--- src/rtl/alu_board_top_if.sv ---
// Board I/O bundle for alu_board_top: slide switches, push-buttons and LEDs.
// The board side (master) drives switches/buttons; the design (slave) drives LEDs.
interface alu_board_top_if #(
  parameter int NB_SW   = 8,
  parameter int NB_BTN  = 3,
  parameter int NB_LEDS = 8
);
  logic [NB_SW-1:0]   i_sw;
  logic [NB_BTN-1:0]  i_btn;
  logic [NB_LEDS-1:0] o_led;

  modport master (output i_sw, output i_btn, input o_led);
  modport slave  (input i_sw, input i_btn, output o_led);
endinterface

--- src/rtl/alu_board_top.sv ---
// alu_board_top: switches are captured into operand A, operand B and op-code
// registers by three buttons; a combinational 8-bit signed ALU drives the LEDs.
// Optional macro BTN_EDGE_EN: buttons load once per rising edge (two-edge
// latency) instead of reloading on every edge while held (one-edge latency).
module alu_board_top #(
  parameter int NB_SW   = 8,
  parameter int NB_BTN  = 3,
  parameter int NB_LEDS = 8,
  parameter int NB_DATA = 8,
  parameter int NB_OP   = 6
) (
  input  logic            i_clk,
  input  logic            i_reset,
  alu_board_top_if.slave  bus
);

  localparam logic [NB_OP-1:0] OP_ADD = 6'b100000;
  localparam logic [NB_OP-1:0] OP_SUB = 6'b100010;
  localparam logic [NB_OP-1:0] OP_AND = 6'b100100;
  localparam logic [NB_OP-1:0] OP_OR  = 6'b100101;
  localparam logic [NB_OP-1:0] OP_XOR = 6'b100110;
  localparam logic [NB_OP-1:0] OP_NOR = 6'b100111;
  localparam logic [NB_OP-1:0] OP_SRA = 6'b000011;
  localparam logic [NB_OP-1:0] OP_SRL = 6'b000010;

  logic [2:0]         w_load;
  logic [NB_SW-1:0]   w_sw;
  logic [NB_DATA-1:0] r_a;
  logic [NB_DATA-1:0] r_b;
  logic [NB_OP-1:0]   r_op;
  logic [NB_DATA-1:0] w_result;

`ifdef BTN_EDGE_EN
  // The switch value is delayed alongside the load strobe so the register
  // captures what was on the switches when the button rose.
  logic [2:0]       r_btn_d;
  logic [2:0]       r_load;
  logic [NB_SW-1:0] r_sw;

  genvar gi;
  generate
    for (gi = 0; gi < 3; gi++) begin : g_btn_edge
      // Per-button delay register and registered rising-edge strobe
      always_ff @(posedge i_clk) begin
        if (i_reset) begin
          r_btn_d[gi] <= 1'b0;
          r_load[gi]  <= 1'b0;
        end else begin
          r_btn_d[gi] <= bus.i_btn[gi];
          r_load[gi]  <= bus.i_btn[gi] & ~r_btn_d[gi];
        end
      end
    end
  endgenerate

  // Switch snapshot paired with the edge strobe
  always_ff @(posedge i_clk) begin
    if (i_reset) r_sw <= '0;
    else         r_sw <= bus.i_sw;
  end

  assign w_load = r_load;
  assign w_sw   = r_sw;
`else
  assign w_load = bus.i_btn[2:0];
  assign w_sw   = bus.i_sw;
`endif

  // Operand and op-code registers; reset wins over any button
  always_ff @(posedge i_clk) begin
    if (i_reset) begin
      r_a  <= '0;
      r_b  <= '0;
      r_op <= '0;
    end else begin
      if (w_load[0]) r_a  <= w_sw[NB_DATA-1:0];
      if (w_load[1]) r_b  <= w_sw[NB_DATA-1:0];
      if (w_load[2]) r_op <= w_sw[NB_OP-1:0];
    end
  end

  // Combinational ALU; unsigned shift amounts at or beyond the width saturate
  // naturally (sign fill for SRA, zero for SRL)
  always_comb begin
    w_result = '0;
    case (r_op)
      OP_ADD:  w_result = r_a + r_b;
      OP_SUB:  w_result = r_a - r_b;
      OP_AND:  w_result = r_a & r_b;
      OP_OR:   w_result = r_a | r_b;
      OP_XOR:  w_result = r_a ^ r_b;
      OP_NOR:  w_result = ~(r_a | r_b);
      OP_SRA:  w_result = $unsigned($signed(r_a) >>> r_b);
      OP_SRL:  w_result = r_a >> r_b;
      default: w_result = '0;
    endcase
  end

  assign bus.o_led = w_result;

endmodule

--- src/flat_wrapper.sv ---
// flat-port wrapper written by rule: the top's interface ports become plain ports
module alu_board_top_flat 
#(
  parameter int NB_SW   = 8,
  parameter int NB_BTN  = 3,
  parameter int NB_LEDS = 8,
  parameter int NB_DATA = 8,
  parameter int NB_OP   = 6
)
  (i_clk, i_reset, bus_i_sw, bus_i_btn, bus_o_led);
  alu_board_top_if #(.NB_SW(NB_SW), .NB_BTN(NB_BTN), .NB_LEDS(NB_LEDS)) bus_i ();
  input  logic i_clk;
  input  logic i_reset;
  input wire logic [$bits(bus_i.i_sw)-1:0] bus_i_sw;
  input wire logic [$bits(bus_i.i_btn)-1:0] bus_i_btn;
  output wire logic [$bits(bus_i.o_led)-1:0] bus_o_led;
  assign bus_i.i_sw = bus_i_sw;
  assign bus_i.i_btn = bus_i_btn;
  assign bus_o_led = bus_i.o_led;
  alu_board_top #(.NB_SW(NB_SW), .NB_BTN(NB_BTN), .NB_LEDS(NB_LEDS), .NB_DATA(NB_DATA), .NB_OP(NB_OP)) u_core (.i_clk(i_clk), .i_reset(i_reset), .bus(bus_i));
endmodule
--- config.mk ---
export PLATFORM = sky130hd
export DESIGN_NAME = alu_board_top_flat
export DESIGN_NICKNAME = d
export VERILOG_FILES = /design/src/rtl/alu_board_top_if.sv /design/src/rtl/alu_board_top.sv /design/src/flat_wrapper.sv
export SDC_FILE = /design/constraint.sdc
export NUM_CORES = 1
export LEC_CHECK = 0
export ABC_AREA = 1
export CORE_MARGIN = 2
export CORE_UTILIZATION = 45
export DETAILED_ROUTE_END_ITERATION = 16
export GPL_ROUTABILITY_DRIVEN = 0
export PLACE_DENSITY_LB_ADDON = 0.1
export SYNTH_ARGS = -nofsm -noshare
export SYNTH_HDL_FRONTEND = slang
export SYNTH_SLANG_ARGS = --single-unit
--- constraint.sdc ---
create_clock -name i_clk -period 7.86 [get_ports i_clk]
set_input_delay 1.572 -clock i_clk [delete_from_list [all_inputs] [get_ports i_clk]]
set_output_delay 1.572 -clock i_clk [all_outputs]
set_load 0.03 [all_outputs]
# Word level (Yosys, flattened, before mapping)
# Cells that the tools add are included.
classes:
  muxes: 1
  bitwise_logic: 4
  eq_ne: 8
  shifts: 2
  addsub: 2
op_table:
  columns: ["operator", "n"]
  rows:
  - ["8-bit one-hot mux with 8 select lines", 1]
  - ["6-bit == test (second input constant)", 6]
  - ["6-bit by 2-bit == test with 1-bit output (second input constant)", 2]
  - ["8-bit adder", 1]
  - ["8-bit bitwise AND", 1]
  - ["8-bit NOT", 1]
  - ["8-bit OR", 1]
  - ["8-bit by 8-bit right shift with 8-bit output", 1]
  - ["8-bit by 8-bit >>> shifter with 8-bit output", 1]
  - ["8-bit subtractor", 1]
  - ["8-bit bitwise XOR", 1]
word_totals:
  out_inout_bits: 8
  regBits: 22
  inputBits: 13
  word_cells: 20

# Depth between registers and ports, before layout
# Gate-level depths: netlist (run 1).
logic_depth:
  ltp_word: 3
  ltp_mapped: 17
  depth_no_buf: 16

# Worst setup path after synthesis (run 1)
# Ideal clock, no wire load.
synth_path:
  path_kind: "flip-flop to output port"
  from: "register u_core.r_b[1]"
  to: "output port bus_o_led[7]"
  slack_ns: 3.905
  stages_incl_launch_ff: 16
  arrival_time_ns: 2.383
  n_path_buf: 2
  required_ns: 6.288
  path_cell_list: "dfxtp_1 buf_6 clkinv_2 buf_2 ha_1 inv_1 o21ai_1 nand2_1 xor2_1 ha_1 nand2_1 or2_2 nand3_1 nand3b_1 nand3_1 nand2_1"
synth_via:
  elab_chain_len: 2
  word_cells_on_any_way: 5
  cone_classes: "add/sub: 2; shift: 2; mux: 1"
synth_rtl:
  columns: ["element", "line", "source"]
  rows:
  - ["start, declared", "alu_board_top.sv:29", "logic [NB_DATA-1:0] r_b;"]
  - ["start signal, assigned", "alu_board_top.sv:77", "if (w_load[1]) r_b <= w_sw[NB_DATA-1:0];"]
  - ["8-bit subtractor, or another cell as far along", "alu_board_top.sv:88", "OP_SUB: w_result = r_a - r_b;"]
  - ["8-bit one-hot mux with 8 select lines (*)", "alu_board_top.sv:86", "case (r_op)"]
  - ["end, declared", "flat_wrapper.sv:16", "output wire logic [$bits(bus_i.o_led)-1:0] bus_o_led;"]
# Every way passes the cells marked *; elsewhere a longest branch is shown, timed or not.

# Worst setup path in the final report (run 1)
layout_path:
  from: "register u_core.r_b[0]"
  to: "output port bus_o_led[7]"
# The elaborated chain is that of the path after synthesis.

==> results of run 1 <==
[flip-flops by register name, summed over array words and instances, names as in the netlist]
| signal | cells |
|---|---|
| u_core.r_a | 8 |
| u_core.r_b | 8 |
| u_core.r_op | 6 |
[worst reg2reg max path, cell delays in order (launching register included)]
cell	delay (ps)
dfxtp_1	630
clkinv_1	390
a211oi_1	300
[per-layer routing]
metal  vias to the layer above  track usage  wire, microns
met5                         -            0              0
met4                         0       0.0491             85
met3                         9       0.0130            376
met2                        92        0.385           3020
met1                      1131        0.344           3200
li1                       1288            -              -
[where the power goes]
| part | total [uW] | internal [uW] | switching [uW] |
|---|---|---|---|
| logic | 146 | 56.1 | 90.0 |
| clock network | 80.6 | 44.6 | 36.0 |
| registers | 133 | 119 | 14.1 |
| total | 360 | 220 | 140 |
[stage by stage]
stage           util  total power (uW)  hold WS (ps)  setup slack [ps]  instance area [sq um]
4_1_cts        0.520               360           501              2640                   2640
2_1_floorplan      -               243           470              3900                   2350
6_report       0.520               360           502              2630                   2640
3_3_place_gp   0.509               280           489              3010                   2580
5_1_grt        0.520               388           529              2320                   2640
3_5_place_dp   0.509               280           488              2940                   2580
[worst paths after layout]
kind,startpoint,to,cells past startpoint
hold reg to reg,u_core.r_op[4],u_core.r_op[4],2
hold / removal,u_core.r_op[4],u_core.r_op[4],2
setup / recovery,u_core.r_b[0],bus_o_led[7],13
setup reg to reg,u_core.r_b[0],u_core.r_b[0],2
[kinds of logic after synthesis]
| family | Yosys count |
|---|---|
| DFF | 22 |
| buffers and inverters | 57 |
| and+or+nand+nor | 212 |
| AOI/OAI and AO/OA | 57 |
| adders and majority gates | 25 |
| xor gates and xnor gates | 7 |
[synthesized netlist by cell type (all sizes together)]
master | instances | share of area
o2111ai | 1 | 0.0037
o211ai | 6 | 0.019
nor2 | 55 | 0.10
fa | 1 | 0.0085
clkinv | 2 | 0.0037
buf | 7 | 0.019
nor4 | 1 | 0.0053
and2 | 1 | 0.0027
o21ai | 17 | 0.038
nor3 | 5 | 0.011
nand2 | 103 | 0.17
nand3b | 2 | 0.0064
a22oi | 1 | 0.0032
a211oi | 21 | 0.067
nand3 | 34 | 0.072
or2 | 4 | 0.011
clkbuf | 3 | 0.0048
nand4 | 7 | 0.019
ha | 24 | 0.13
o22ai | 1 | 0.0027
xnor2 | 2 | 0.0074
xor2 | 5 | 0.019
dfxtp | 22 | 0.19
inv | 45 | 0.072
a21oi | 10 | 0.024
[area by class of cell]
| class | instances | share of cell area |
|---|---|---|
| inverters | 47 | 0.0673 |
| clock buffers | 4 | 0.0209 |
| well taps | 70 | 0.0332 |
| repair buffers | 20 | 0.0758 |
| multi-input cells | 301 | 0.636 |
| flip-flops and latches | 22 | 0.167 |
==> flow_metrics.py, run 1 <==
metrics = {
    "outcome": {
        "status": "finished, final reports clean",
    },
    "clocking": {
        "ctsHoldBuffers": 0,
        "cts_buffers": 3,
        "clk_latency_ps": 260,
        "post_cts_resized": 0,
        "postCtsSetupBuffers": 0,
        "clock_path_buffers": 2,
        "cts_root_buf": "clkbuf_8",
        "htreeDepth": 1,
        "cts_tree": "yes",
        "path_clk_slew_ps": 80,
        "clock-sinks": 22,
    },
    "pwr": {
        "power_density_nw_per_um2": 136,
        "ir_drop_v": 0.0000990,
        "leakage_uw": 0.00125,
    },
    "placement": {
        "dpl.cell_count": 460,
        "numPortBuffers": 20,
        "dp_hpwl_microns": 5340,
    },
    "routing": {
        "routed_wl_microns": 6680,
        "wl_per_cell_microns": 14.4,
        "ant_nets": 0,
        "drt_iter0_markers": 221,
        "firstDrtPassIters": 5,
        "drc": 0,
        "num_vias": 2520,
        "routed_via_density": 5.43,
    },
    "setup_path": {
        "slowest_delay_ps": 660,
        "reg2reg_slack_ps": 6460,
        "cp.arrival_ps": 3660,
        "required_ps": 6290,
        "crit_slowest_cell": "clkdlybuf4s50_1",
        "cp_cell_sequence": "clkinv_1, ha_1, inv_1, o21ai_1, xor2_1, ha_1, a21oi_1, or2_2, nand3_1, nand3b_1, nand3_1, nand2_1, clkdlybuf4s50_1",
        "worstSetupEndpointType": "primary output",
        "crit_family": "buffers and inverters",
        "start_kind": "flop",
        "crit_buf_inv": 3,
        "crit_type": "flop to primary output",
        "crit_fanout": 14,
    },
    "finish": {
        "layout_common_cells": "nand2_1 (101), nor2_1 (49), inv_1 (42)",
        "drive_gt1_frac": 0.0609,
        "fillCellCount": 562,
        "diodes": 0,
        "syn2layout_area_growth_pct": 12.2,
        "stdcell_count": 464,
        "final_net_count": 433,
        "seqCellArea_sq_um": 440,
        "final_common_cell": "nand2_1",
        "multi_input_area_sq_um": 1680,
    },
    "synthesis": {
        "synth_top_family_by_area": "simple AND/OR/NAND/NOR gates",
        "synth_cell_types": 35,
        "yosysSeqAreaShare": 0.187,
        "ys.warnings.count": 0,
        "avgSynthCellArea_sq_um": 6.19,
        "netlist_area_sq_um": 2350,
        "synth-adder-area-share": 0.136,
        "synth_compound_area_frac": 0.158,
        "synth-simple-area-share": 0.393,
        "synth-xor-area-share": 0.0260,
        "synth_mux_area_frac": 0,
        "yosys_register_bits": 22,
        "syn-num-nets": 418,
        "synth_cells": 380,
    },
    "global_route": {
        "grt_max_degree": 23,
        "antenna_found_initial": 0,
        "grt_remaining_overflow": 0,
        "track_usage": 0.236,
        "grt_pass1_wl_microns": 11200,
        "grt_pass1_vias": 2266,
    },
    "sta": {
        "layout_min_cycle_time_ps": 5230,
        "tightest_slew_ps": 845,
        "skew_ps": 0,
        "rsz0062_at_grt": "false",
        "maxSlewHeadroom": 0.435,
        "final_max_slew_viol_count": 0,
        "clock.fmax_ghz": 0.191,
        "setup_viol": 0,
        "tns_ps": 0,
        "min_period_over_period": 0.666,
        "finalHoldViolCount": 0,
    },
    "floorplanning": {
        "initial_core_util": 0.464,
        "fp.dieH_microns": 76.3,
        "io_pins": 21,
        "dieWidth_microns": 76.3,
        "num_rows": 26,
        "die_area_sq_um": 5820,
        "core_area_sq_um": 5070,
    },
    "min_path": {
        "hp-class": "flop to flop",
    },
    "run": {
        "maxCapViolations": 0,
    },
}
Power figures use the tool's default switching activity.
==> run 2, diff against run 1 <==
- clock period: 7.86 -> 5.39 ns (I/O delays scaled with it)
==> run 2 against run 1 <==
Net effect: first-iteration DRC count grew 16%; cell count shrank 0.22%; worst setup slack lost 2000 ps; die area is the same; sequential share of layout area grew 0.087 points; routed wire length shrank 1.1%; worst hold slack is essentially flat; global-route usage grew 0.13 points; critical endpoint unchanged.
==> flow_metrics.py, run 2 (synthesis results as in run 1) <==
metrics = {
    "outcome": {
        "status": "finished, final reports clean",
    },
    "setup_path": {
        "required_ps": 4310,
        "cp.arrival_ps": 3650,
        "critical_path.startpoint": "u_core.r_b[0]",
        "timing.rr.start": "u_core.r_b[0]",
        "slowest_delay_ps": 660,
        "reg2reg_slack_ps": 4000,
        "crit_slowest_cell": "clkdlybuf4s50_1",
        "worstSetupEndpointType": "primary output",
        "crit_fanout": 14,
        "crit_type": "flop to primary output",
        "start_kind": "flop",
        "cp-endpoint": "bus_o_led[7]",
        "reg2regPathDepth": 2,
        "r2r-end": "u_core.r_b[0]",
        "cp_cell_sequence": "clkinv_1, ha_1, inv_1, o21ai_1, xor2_1, ha_1, a21oi_1, or2_2, nand3_1, nand3b_1, nand3_1, nand2_1, clkdlybuf4s50_1",
    },
    "sta": {
        "final_max_slew_viol_count": 0,
        "min_period_over_period": 0.877,
        "maxSlewHeadroom": 0.419,
        "finalHoldViolCount": 0,
        "tns_ps": 0,
        "clock.fmax_ghz": 0.212,
        "setup_viol": 0,
        "tightest_slew_ps": 868,
        "rsz0062_at_grt": "false",
        "skew_ps": 0,
        "layout_min_cycle_time_ps": 4730,
    },
    "routing": {
        "drt_iter0_markers": 256,
        "routed_wl_microns": 6610,
        "routed_via_density": 5.28,
        "drc": 0,
        "num_vias": 2445,
        "ant_nets": 0,
        "wl_per_cell_microns": 14.3,
        "firstDrtPassIters": 5,
    },
    "finish": {
        "drive_gt1_frac": 0.0585,
        "syn2layout_area_growth_pct": 11.6,
        "diodes": 0,
        "final_net_count": 433,
        "final_common_cell": "nand2_1",
        "finish.instance_area_sq_um": 2630,
        "layout_common_cells": "nand2_1 (101), nor2_1 (49), inv_1 (42)",
        "largest_registers": "u_core.r_a (8), u_core.r_b (8), u_core.r_op (6)",
    },
    "floorplanning": {
        "die_area_sq_um": 5820,
        "dieWidth_microns": 76.3,
        "fp.dieH_microns": 76.3,
        "core_area_sq_um": 5070,
        "io_pins": 21,
        "initial_core_util": 0.464,
        "num_rows": 26,
    },
    "clocking": {
        "ctsHoldBuffers": 0,
        "clk_latency_ps": 260,
        "htreeDepth": 1,
        "post_cts_resized": 0,
        "cts_buffers": 3,
        "clock-sinks": 22,
        "cts_tree": "yes",
        "clock_path_buffers": 2,
        "cts_root_buf": "clkbuf_8",
        "postCtsSetupBuffers": 0,
        "path_clk_slew_ps": 80,
    },
    "global_route": {
        "antenna_found_initial": 0,
        "grt_remaining_overflow": 0,
        "grt_pass1_wl_microns": 11200,
        "track_usage": 0.237,
        "grt_max_degree": 23,
        "grt_pass1_vias": 2248,
    },
    "run": {
        "maxCapViolations": 0,
    },
    "pwr": {
        "leakage_uw": 0.00124,
        "power_density_nw_per_um2": 194,
        "ir_drop_v": 0.000155,
    },
    "placement": {
        "numPortBuffers": 20,
        "placed_area_sq_um": 2580,
        "dp_hpwl_microns": 5280,
    },
    "min_path": {
        "hp-class": "flop to flop",
    },
}
-- run 2: cell count changes in the layout (fill, tap and decap cells not counted), sizes merged --
cell,change
clkbuf,-1
-- run 2: worst min-delay path by stage --
stage | depth (start not counted) | endpoint | startpoint | slack [ps]
detailed placement | 2 | u_core.r_op[4] | u_core.r_op[4] | 490
finish | 2 | u_core.r_op[4] | u_core.r_op[4] | 500
global route | 2 | u_core.r_op[4] | u_core.r_op[4] | 530
floorplan | 2 | u_core.r_op[4] | u_core.r_op[4] | 470
CTS | 2 | u_core.r_op[4] | u_core.r_op[4] | 500
global placement | 2 | u_core.r_op[4] | u_core.r_op[4] | 490
-- run 2: final cells by class --
type,instances,area (sq um)
fillers,545,2450
multi-input cells,301,1680
flip-flops and latches,22,440
repair buffers,20,200
inverters,47,178
well taps,70,87.6
clock buffers,3,41.3
-- run 2: where the power goes --
group / switching [uW] / internal (uW) / total [uW] / leakage, uW
Sequential: 20.4 / 174 / 194 / 0.000183
Combinational: 131 / 81.9 / 213 / 0.00104
Clock: 51.6 / 49.8 / 101 / 0.0000216
Total: 203 / 306 / 509 / 0.00124
-- run 2: layer usage --
metal	global-route usage	vias up	part of all wire
met5	0	-	0
met4	0.0527	0	0.012
met3	0.0237	6	0.048
met2	0.375	82	0.45
met1	0.348	1068	0.49
li1	-	1289	-
-- run 2: per-stage QoR --
step	hold WS, ps	power, uW	util	setup slack (ps)	cells
after floorplan	470	354	-	1930	380
after global placement	489	408	0.509	1040	460
after detailed placement	488	408	0.509	992	460
after CTS	501	511	0.518	679	463
after global routing	530	552	0.518	391	463
final	502	509	0.518	665	463
-- run 2: critical path: cells and delay by family, from the launching register on --
kind	cells	cell delay (ps)
AOI/OAI and AO/OA	2	200
xor gates and xnor gates	1	170
and+or+nand+nor	5	610
adders and majority gates	2	660
DFF	1	620
buffers and inverters	3	1110
